--- src/rtl/acc_pkg.sv ---
// rtl/acc_pkg.sv - shared types and chunk-count helper for the tally accumulator and its arbiter
//
// Contents:
//   acc_arb_state_t : arbiter FSM states
//   calc_blocks()   : chunks per stored number (NUM_BITS_STORED / REGISTER_SIZE)
package acc_pkg;

    typedef enum logic [1:0] {
        WAIT_ACC = 2'd0,
        ARB      = 2'd1,
        XFER     = 2'd2,
        DRAIN    = 2'd3
    } acc_arb_state_t;

    function automatic int calc_blocks(input int num_bits_stored, input int register_size);
        return num_bits_stored / register_size;
    endfunction

    localparam int DEFAULT_REGISTER_SIZE   = 32;
    localparam int DEFAULT_NUM_BITS_STORED = 2048;
    localparam int DEFAULT_BLOCKS          = calc_blocks(DEFAULT_NUM_BITS_STORED, DEFAULT_REGISTER_SIZE);

endpackage

--- src/rtl/rr_arbiter.sv ---
// rtl/rr_arbiter.sv - request vector to one-hot grant, round-robin or fixed priority
//
// Macro: ACC_ARB_ROUND_ROBIN_EN selects round-robin; otherwise lowest index wins.
// Ports:
//   clk_in, rst_in : clock, asynchronous active-high reset (pointer only)
//   req_in         : request vector
//   update_in      : strobe, the current grant was taken; advance pointer
//   grant_out      : one-hot (or zero) combinational grant
module rr_arbiter
    import acc_pkg::*;
#(
    parameter int N = 4
) (
    input  logic         clk_in,
    input  logic         rst_in,
    input  logic [N-1:0] req_in,
    input  logic         update_in,
    output logic [N-1:0] grant_out
);

`ifdef ACC_ARB_ROUND_ROBIN_EN
    localparam int PW = (N > 1) ? $clog2(N) : 1;

    logic [PW-1:0] ptr_q, ptr_d;
    logic          found;
    int            idx;

    // Scan from the pointer upward, wrapping; first requester found wins.
    always_comb begin
        grant_out = '0;
        ptr_d     = ptr_q;
        found     = 1'b0;
        idx       = 0;
        for (int k = 0; k < N; k++) begin
            idx = (int'(ptr_q) + k) % N;
            if (!found && req_in[idx]) begin
                grant_out[idx] = 1'b1;
                ptr_d          = PW'((idx + 1) % N);
                found          = 1'b1;
            end
        end
    end

    always_ff @(posedge clk_in or posedge rst_in) begin
        if (rst_in) begin
            ptr_q <= '0;
        end else if (update_in) begin
            ptr_q <= ptr_d;
        end
    end
`else
    // Isolate the lowest set bit.
    assign grant_out = req_in & (~req_in + N'(1));

    logic unused_rr;
    assign unused_rr = ^{clk_in, rst_in, update_in};
`endif

endmodule

--- src/rtl/accumulator_arbiter.sv ---
// rtl/accumulator_arbiter.sv - shares one accumulator between several chunked-number sources
//
// Macro: ACC_ARB_ROUND_ROBIN_EN selects round-robin arbitration (default fixed priority).
// Ports:
//   clk_in, rst_in      : clock, asynchronous active-high reset
//   req_in              : per-source "complete number ready"
//   block_in, valid_in  : per-source chunk bus (flat, source i at [i*REGISTER_SIZE +: REGISTER_SIZE])
//   grant_out           : registered one-hot grant
//   ready_out           : per-source chunk accept
//   acc_ready_in        : accumulator ready; low during XFER/DRAIN aborts the transfer
//   acc_valid_back_in   : accumulator retire pulse, one per chunk
//   acc_block_out/acc_valid_out : chunk stream into the accumulator
//   number_done_out     : pulse when a number's last chunk retires
//   count_out, full_out : numbers accumulated, saturation flag
//   abort_out           : pulse on transfer abort
module accumulator_arbiter
    import acc_pkg::*;
#(
    parameter int REGISTER_SIZE   = 32,
    parameter int NUM_BITS_STORED = 2048,
    parameter int NUM_REQUESTERS  = 4,
    parameter int MAX_NUMBERS     = 1024
) (
    input  logic                                     clk_in,
    input  logic                                     rst_in,
    input  logic [NUM_REQUESTERS-1:0]                req_in,
    input  logic [NUM_REQUESTERS*REGISTER_SIZE-1:0]  block_in,
    input  logic [NUM_REQUESTERS-1:0]                valid_in,
    output logic [NUM_REQUESTERS-1:0]                grant_out,
    output logic [NUM_REQUESTERS-1:0]                ready_out,
    input  logic                                     acc_ready_in,
    input  logic                                     acc_valid_back_in,
    output logic [REGISTER_SIZE-1:0]                 acc_block_out,
    output logic                                     acc_valid_out,
    output logic                                     number_done_out,
    output logic [$clog2(MAX_NUMBERS+1)-1:0]         count_out,
    output logic                                     full_out,
    output logic                                     abort_out
);

    localparam int BLOCKS  = calc_blocks(NUM_BITS_STORED, REGISTER_SIZE);
    localparam int CNT_W   = $clog2(BLOCKS + 1);
    localparam int COUNT_W = $clog2(MAX_NUMBERS + 1);

    acc_arb_state_t              state_q, state_d;
    logic [NUM_REQUESTERS-1:0]   grant_q, grant_d, arb_grant;
    logic [CNT_W-1:0]            sent_q, sent_d, ret_q, ret_d;
    logic [COUNT_W-1:0]          count_q, count_d;
    logic                        done_q, done_d, abort_q, abort_d;
    logic                        full, take_grant, chunk_fire, last_sent, last_ret, abort_cond;

    assign full       = (count_q == COUNT_W'(MAX_NUMBERS));
    assign take_grant = (state_q == ARB) && (|req_in) && !full;
    assign chunk_fire = acc_valid_out;
    assign last_sent  = chunk_fire && (sent_q == CNT_W'(BLOCKS - 1));
    assign last_ret   = (state_q == DRAIN) && acc_valid_back_in && (ret_q == CNT_W'(BLOCKS - 1));
    // Accumulator dropping ready mid-number means it is being reset or cleaned.
    assign abort_cond = ((state_q == XFER) || (state_q == DRAIN)) && !acc_ready_in;

    rr_arbiter #(
        .N(NUM_REQUESTERS)
    ) u_rr_arbiter (
        .clk_in    (clk_in),
        .rst_in    (rst_in),
        .req_in    (req_in),
        .update_in (take_grant),
        .grant_out (arb_grant)
    );

    // FSM: state register
    always_ff @(posedge clk_in or posedge rst_in) begin
        if (rst_in) begin
            state_q <= WAIT_ACC;
        end else begin
            state_q <= state_d;
        end
    end

    // FSM: next state
    always_comb begin
        state_d = state_q;
        case (state_q)
            WAIT_ACC: if (acc_ready_in) state_d = ARB;
            ARB:      if (take_grant)   state_d = XFER;
            XFER: begin
                if (abort_cond)     state_d = WAIT_ACC;
                else if (last_sent) state_d = DRAIN;
            end
            DRAIN: begin
                if (abort_cond)     state_d = WAIT_ACC;
                else if (last_ret)  state_d = ARB;
            end
            default:                state_d = WAIT_ACC;
        endcase
    end

    // FSM: outputs (combinational path from grant/valid/ready into the accumulator)
    always_comb begin
        ready_out     = '0;
        acc_valid_out = 1'b0;
        acc_block_out = '0;
        if (state_q == XFER) begin
            ready_out = grant_q & {NUM_REQUESTERS{acc_ready_in}};
            for (int i = 0; i < NUM_REQUESTERS; i++) begin
                if (grant_q[i]) acc_block_out = block_in[i*REGISTER_SIZE +: REGISTER_SIZE];
            end
            acc_valid_out = |(valid_in & ready_out);
        end
    end

    // Datapath next state: grant, chunk counters, number count, pulses
    always_comb begin
        grant_d = grant_q;
        sent_d  = sent_q;
        ret_d   = ret_q;
        count_d = count_q;
        done_d  = 1'b0;
        abort_d = 1'b0;
        if (abort_cond) begin
            grant_d = '0;
            sent_d  = '0;
            ret_d   = '0;
            count_d = '0;
            abort_d = 1'b1;
        end else begin
            case (state_q)
                ARB: begin
                    if (take_grant) grant_d = arb_grant;
                end
                XFER: begin
                    if (chunk_fire)        sent_d  = sent_q + CNT_W'(1);
                    if (last_sent)         grant_d = '0;
                    // Early chunks retire while later ones are still being sent.
                    if (acc_valid_back_in) ret_d   = ret_q + CNT_W'(1);
                end
                DRAIN: begin
                    if (last_ret) begin
                        done_d = 1'b1;
                        sent_d = '0;
                        ret_d  = '0;
                        if (!full) count_d = count_q + COUNT_W'(1);
                    end else if (acc_valid_back_in) begin
                        ret_d = ret_q + CNT_W'(1);
                    end
                end
                default: ;
            endcase
        end
    end

    always_ff @(posedge clk_in or posedge rst_in) begin
        if (rst_in) begin
            grant_q <= '0;
            sent_q  <= '0;
            ret_q   <= '0;
            count_q <= '0;
            done_q  <= 1'b0;
            abort_q <= 1'b0;
        end else begin
            grant_q <= grant_d;
            sent_q  <= sent_d;
            ret_q   <= ret_d;
            count_q <= count_d;
            done_q  <= done_d;
            abort_q <= abort_d;
        end
    end

    assign grant_out       = grant_q;
    assign number_done_out = done_q;
    assign abort_out       = abort_q;
    assign count_out       = count_q;
    assign full_out        = full;

endmodule
--- config.mk ---
export PLATFORM = sky130hd
export DESIGN_NAME = accumulator_arbiter
export DESIGN_NICKNAME = d
export VERILOG_FILES = /design/src/rtl/acc_pkg.sv /design/src/rtl/rr_arbiter.sv /design/src/rtl/accumulator_arbiter.sv
export SDC_FILE = /design/constraint.sdc
export NUM_CORES = 1
export LEC_CHECK = 0
export ABC_AREA = 1
export CAP_MARGIN = 20
export CORE_MARGIN = 10
export CORE_UTILIZATION = 40
export CTS_CLUSTER_DIAMETER = 60
export DETAILED_ROUTE_END_ITERATION = 12
export PLACE_DENSITY = 0.84
export SETUP_SLACK_MARGIN = 0.05
export SYNTH_ARGS = -nofsm -noshare
export SYNTH_HDL_FRONTEND = slang
export SYNTH_HIERARCHICAL = 1
export SYNTH_SLANG_ARGS = --single-unit
--- constraint.sdc ---
create_clock -name clk_in -period 3.73 [get_ports clk_in]
set_input_delay 0.746 -clock clk_in [delete_from_list [all_inputs] [get_ports clk_in]]
set_output_delay 0.746 -clock clk_in [all_outputs]
set_load 0.01 [all_outputs]
==> summary.md, run 1 <==
| Metric | Value |
|---|---|
| CTS tree | yes |
| Initial core utilization | 0.414 |
| Synthesized instance count | approximately 490 |
| Sink Count | 33 |
| Cell Rows | 31 |
| Hold buffers post-CTS | 0 |
| P_sw | 1.19 mW |
| Overall power | 2.52 mW |
| Vias | approximately 4200 |
| Antenna violations before repair | 2 |
| Cell Area, Synth | 3040 um^2 |
| DP Worst Slack | roughly 0.56 ns |
| Total Nets Final | ~820 |
| Final hold vios | 0 |
| Leakage | 2.10 nW |
| Synth warn | 6 |
| Die area | between 10000 and 15000 um^2 |
| Critical path data required time | 2.98 ns |
| R2R depth | 8 |
| Global placer's final weighted congestion | about 0.9 |
| GR Overflow Total | 0 |
| Status | finished clean |
| Setup Skew | between 0.008 and 0.009 ns |
| Pre-Repair DR Iteration Count | 4 |
| Fin worst setup slack | between 0.5 and 0.6 ns |
| GRT Total Usage | 0.247 |
| First-pass GRT wire length | around 23000 um |
| Core area | around 7300 um^2 |
| Sw Share | 0.470 |
| Largest net degree at the start of global routing | 53 |
| Hold path depth | 2 |
| Clock share of power | 0.120 |
| Period utilization | 0.850 |
| Post-cts resize count | 0 |
| Final std cells w/o fill | roughly 770 |
| Min Tclk post-route | 3.17 ns |
| Die X | around 110 um |
| Max clock buf depth | 2 |
| Fill cell count | between 600 and 700 |
| Port Buffers | approximately 190 |
| Int Pwr | approximately 1.3 mW |
| Worst-Margin Slew | between 0.7 and 0.8 ns |
| Placed cells | between 700 and 800 |
| Worst-Skew Late Latency | a little under 0.3 ns |
| Antenna-violating nets left | 0 |
| Setup Buffers After CTS | 0 |
| RSZ-0062 raised after global routing | false |
| Starting DRT DRC Count | roughly 350 |
| Share of cells above drive strength 1 | 0.0551 |
| Crit Path Class | primary input to primary output |
| I/O pins | 195 |
| Worst hold margin | slightly above 0.5 ns |
| Vias in the first global route | 4030 |
| Total Wirelength | between 10000 and 15000 um |
| H-tree depth | 2 |
| Sequential power share | 0.199 |
| Clock transition at the registers of the reported paths | about 0.07 ns |
| # DRC | 0 |
| Worst vdd ir | roughly 0.00032 V |
| FMAX | approximately 320 MHz |
| Synth Net Count | between 600 and 700 |
| Sum of negative setup slack | 0 ns |
| Max incr delay on CP | between 0.6 and 0.7 ns |
| Setup crit end kind | primary output |
| Critical path's slowest cell | clkdlybuf4s50_1 |
| Worst slew margin | 0.468 |
| Critical path fanouts, max | 5 |
| CP Cell Sequence | clkdlybuf4s50_1 -> inv_2 -> nor2_1 -> inv_2 -> nor2_4 -> clkdlybuf4s50_1 |
| Worst Path Arrival | 2.42 ns |
| Post-DP HPWL | 11700 um |
| Die height | approximately 110 um |
| Mean Syn Cell Area | between 6 and 7 um^2 |
| CTS root buf | clkbuf_8 |
| Area growth syn-to-layout | 69.6% |
| Final setup violation count | 0 |
| Max Cap Violations | 0 |
| PD cells | 490 nW/um^2 |
| DR WL/cell | roughly 19 um |
| Vias/cell | 5.46 |
| TritonCTS buffer count | 5 |
| Worst hold path class | flip-flop to flip-flop |
| Combinational power share | 0.681 |
| Startpoint Class | primary input |
| Slew Viols, Final | 0 |
## layout by cell type, fill, tap and decap left out, drive strengths merged
master         count
a31o               1
buf                8
clkinv             2
ha                 4
nor3b              1
nand3             19
nor4               1
xnor2              1
clkdlybuf4s50    194
nand2             69
o21ai             53
nor3               8
xor2               6
nand3b             1
nand4             10
diode              2
inv               42
clkbuf             7
a211oi             2
o21bai             2
a21oi             70
o211ai             1
nor2             105
o31ai             32
dfrtp             33
## critical path: cells and delay by family
kind / cells / cell delay (ns)
buffers and inverters: 4 / 1.32
and+or+nand+nor: 2 / 0.36
## worst paths after layout
kind | start | endpoint | slack, ns
min in group asynchronous | rst_in | ret_q[2]$_DFFE_PP0N_ | 0.91
max | acc_ready_in | acc_valid_out | 0.56
min reg2reg | sent_q[6]$_DFFE_PP0P_ | sent_q[6]$_DFFE_PP0P_ | 0.51
max in group asynchronous | rst_in | sent_q[6]$_DFFE_PP0P_ | 2.21
max reg2reg | ret_q[1]$_DFFE_PP0N_ | count_out[8]$_DFFE_PP0P_ | 1.74
min | sent_q[6]$_DFFE_PP0P_ | sent_q[6]$_DFFE_PP0P_ | 0.51
## state kept, by name, summed over array words and instances (netlist names)
| signal | flops |
|---|---|
| ret_q | 7 |
| count_out | 11 |
| sent_q | 7 |
| number_done_out | 1 |
| abort_out | 1 |
| grant_out | 4 |
| state_q | 2 |
## area by class of cell
type	count	area [um^2]	area share
Clock inverter	1	5.00	0.000972
Inverter	43	161	0.0313
Sequential cell	33	827	0.161
Multi-Input combinational cell	386	1920	0.372
Clock buffer	7	96.3	0.0187
Tap cell	99	124	0.0240
Timing Repair Buffer	202	2010	0.391
Antenna cell	2	5.00	0.000972
## power by group through the flow
stage,registers (mW),logic [mW],clock network [mW]
after global placement,0.505,1.68,0
final,0.501,1.72,0.303
after floorplan,0.473,1.05,0
after detailed placement,0.505,1.71,0
after global routing,0.512,1.91,0.318
after CTS,0.499,1.72,0.307
## through the flow
stage                     utilization  cell area (um^2)
after floorplan                     -              3040
after global placement          0.688              5040
after detailed placement        0.688              5040
after CTS                       0.702              5150
after global routing            0.703              5150
final                           0.703              5150
## routing by layer
metal	routed length [um]	up-vias	GRT usage	share of wire
li1	-	2028	-	-
met1	5690	1952	0.293	0.38
met2	7250	213	0.409	0.49
met3	1410	31	0.0713	0.096
met4	446	0	0.0977	0.030
met5	0	-	0	0
Power figures use the tool's default switching activity.
==> run 2, diff against run 1 <==
- CTS_BUF_LIST: not set -> sky130_fd_sc_hd__clkbuf_16
==> run 2 against run 1 <==
Effect of this change: combinational power barely moved; utilization grew 0.49 points; register-to-register slack lost 0.06 ns; via count grew 0.85%; first-iteration DRC count increased by 12%; die area did not move; setup slack got worse by 0.010 ns; fmax decreased by 0.33%; flip-flop and latch count is the same; total power rose by 3.8%.
==> summary.md, run 2 (synthesis gave the netlist of run 1 again) <==
| Metric | Value |
|---|---|
| Commonest non-fill, non-tap cell in the layout | clkdlybuf4s50_1 |
| Min Tclk post-route | 3.18 ns (+0.0104 ns) |
| Crit Path Class | primary input to primary output |
| Vias in the first global route | 4102 (+1.8%) |
| Critical path origin | acc_ready_in |
| Die X | 107 um (unchanged) |
| Hold_sp | sent_q[6]$_DFFE_PP0P_ |
| Initial core utilization | 0.414 (unchanged) |
| Vias | 4260 (+0.85%) |
| DP Worst Slack | 0.563 ns (unchanged) |
| TritonCTS buffer count | 5 (unchanged) |
| Crit path to | acc_valid_out |
| Worst-Margin Slew | 0.825 ns (+0.0272 ns) |
| GRT Total Usage | 0.249 (+0.00264) |
| Worst hold path class | flip-flop to flip-flop |
| Port Buffers | 194 (unchanged) |
| Clock transition at the registers of the reported paths | 0.05 ns (-0.02 ns) |
| Critical path data required time | 2.98 ns (about the same) |
| GRT met1 Usage | 0.291 (-0.00131) |
| Sink Count | 33 (unchanged) |
| Antenna violations before repair | 2 (unchanged) |
| Period utilization | 0.853 (+0.00280) |
| Fin worst setup slack | 0.549 ns (-0.0104 ns) |
| Met3 usage | 0.0731 (+0.00180) |
| Hold buffers post-CTS | 0 (unchanged) |
| Area growth syn-to-layout | 70.8% |
| Overall power | 2.62 mW (+3.8%) |
| RSZ-0062 raised after global routing | false |
| Antenna-violating nets left | 0 (unchanged) |
| Final hold vios | 0 (unchanged) |
| Post-DP HPWL | 11700 um (unchanged) |
| Status | finished clean |
| GR peak layer | met2 |
| Largest register FFs | 11 (unchanged) |
| Sum of negative setup slack | 0 ns (unchanged) |
| Die area | 11500 um^2 (unchanged) |
| Share of cells above drive strength 1 | 0.0521 (-0.00298) |
| Core area | 7330 um^2 (unchanged) |
| First-pass GRT wire length | 23200 um (+1.4%) |
| R2r startpoint | ret_q[1]$_DFFE_PP0N_ |
| Vias/cell | 5.51 (+0.85%) |
| Post-cts resize count | 0 (unchanged) |
| Startpoint Class | primary input |
| Slew Viols, Final | 0 (unchanged) |
| Starting DRT DRC Count | 388 (+12%) |
| Global placer's final weighted congestion | 0.924 (unchanged) |
| Pre-Repair DR Iteration Count | 7 (+3) |
| # DRC | 0 (unchanged) |
| Setup crit end kind | primary output |
| Setup slack, reg-to-reg | 1.68 ns (-0.06 ns) |
| Max clock buf depth | 2 (unchanged) |
| Setup Skew | 0.00476 ns (-0.00419 ns) |
| Most frequent cells in the layout | clkdlybuf4s50_1, nor2_1, a21oi_1 |
| Critical path fanouts, max | 5 (unchanged) |
| H-tree depth | 2 (unchanged) |
| CTS tree | yes |
| Total Nets Final | 815 (unchanged) |
| Die height | 107 um (unchanged) |
| Leakage | 2.11 nW (+0.69%) |
| Worst Path Arrival | 2.44 ns (+0.02 ns) |
| R2R depth | 8 (unchanged) |
| Total Wirelength | 15100 um (+1.7%) |
| Worst vdd ir | 0.000483 V (+50%) |
| Cell Rows | 31 (unchanged) |
| Worst-Skew Late Latency | 0.27 ns (-0.02 ns) |
| Worst slew margin | 0.450 (-0.0182) |
| Grt met2 use | 0.420 (+0.0105) |
| FMAX | 314 MHz (-0.33%) |
| I/O pins | 195 (unchanged) |
| GR Overflow Total | 0 (unchanged) |
| Largest net degree at the start of global routing | 53 (unchanged) |
| PD cells | 505 nW/um^2 (+3.1%) |
| Max Cap Violations | 0 (unchanged) |
| Setup Buffers After CTS | 0 (unchanged) |
| CTS root buf | clkbuf_16 |
| Reg2reg end | count_out[8]$_DFFE_PP0P_ |
| Final setup violation count | 0 (unchanged) |
| DR WL/cell | 19.5 um (+1.7%) |
-- run 2: cell types whose count changed in the layout (fill, tap and decap cells not counted), sizes merged --
cell and change:
clkinv +2, clkbuf -2
-- run 2: critical path: stages --
cell and delay [ns]:
clkdlybuf4s50_1 0.61, inv_2 0.05, nor2_1 0.21, inv_2 0.10, nor2_4 0.16, clkdlybuf4s50_1 0.56
-- run 2: report_power, final --
part	total [mW]	leakage [nW]	internal (mW)	switching [mW]
Clock	0.381	0.0687	0.241	0.140
Sequential	0.503	0.448	0.418	0.0848
Combinational	1.74	1.60	0.754	0.982
Total	2.62	2.11	1.41	1.21
-- run 2: routing by layer --
| metal | share of wire | wire length [um] |
|---|---|---|
| met1 | 0.38 | 5740 |
| met4 | 0.032 | 480 |
| met3 | 0.093 | 1400 |
| met5 | 0 | 0 |
| met2 | 0.49 | 7430 |
-- run 2: how the worst min path moves through the flow --
stage	slack (ns)	cells past startpoint	end
2_1_floorplan	0.46	2	sent_q[6]$_DFFE_PP0P_
3_3_place_gp	0.48	2	sent_q[6]$_DFFE_PP0P_
3_5_place_dp	0.49	2	sent_q[6]$_DFFE_PP0P_
4_1_cts	0.50	2	sent_q[6]$_DFFE_PP0P_
5_1_grt	0.54	2	sent_q[6]$_DFFE_PP0P_
6_report	0.50	2	sent_q[6]$_DFFE_PP0P_
-- run 2: through the flow --
step | instance area [um^2] | std cells | util | hold slack [ns]
after global placement | 5040 | 763 | 0.688 | 0.484
after detailed placement | 5040 | 763 | 0.688 | 0.488
after CTS | 5180 | 771 | 0.707 | 0.502
after floorplan | 3040 | 493 | - | 0.464
final | 5190 | 773 | 0.708 | 0.502
after global routing | 5190 | 773 | 0.708 | 0.541
-- run 2: final cells by class --
class	instances	area [um^2]
Sequential cell	33	827
Timing Repair Buffer	202	2010
Tap cell	99	124
Clock inverter	3	12.5
Multi-Input combinational cell	386	1920
Fill cell	600	2140
Antenna cell	2	5.00
Inverter	43	161
Clock buffer	5	125
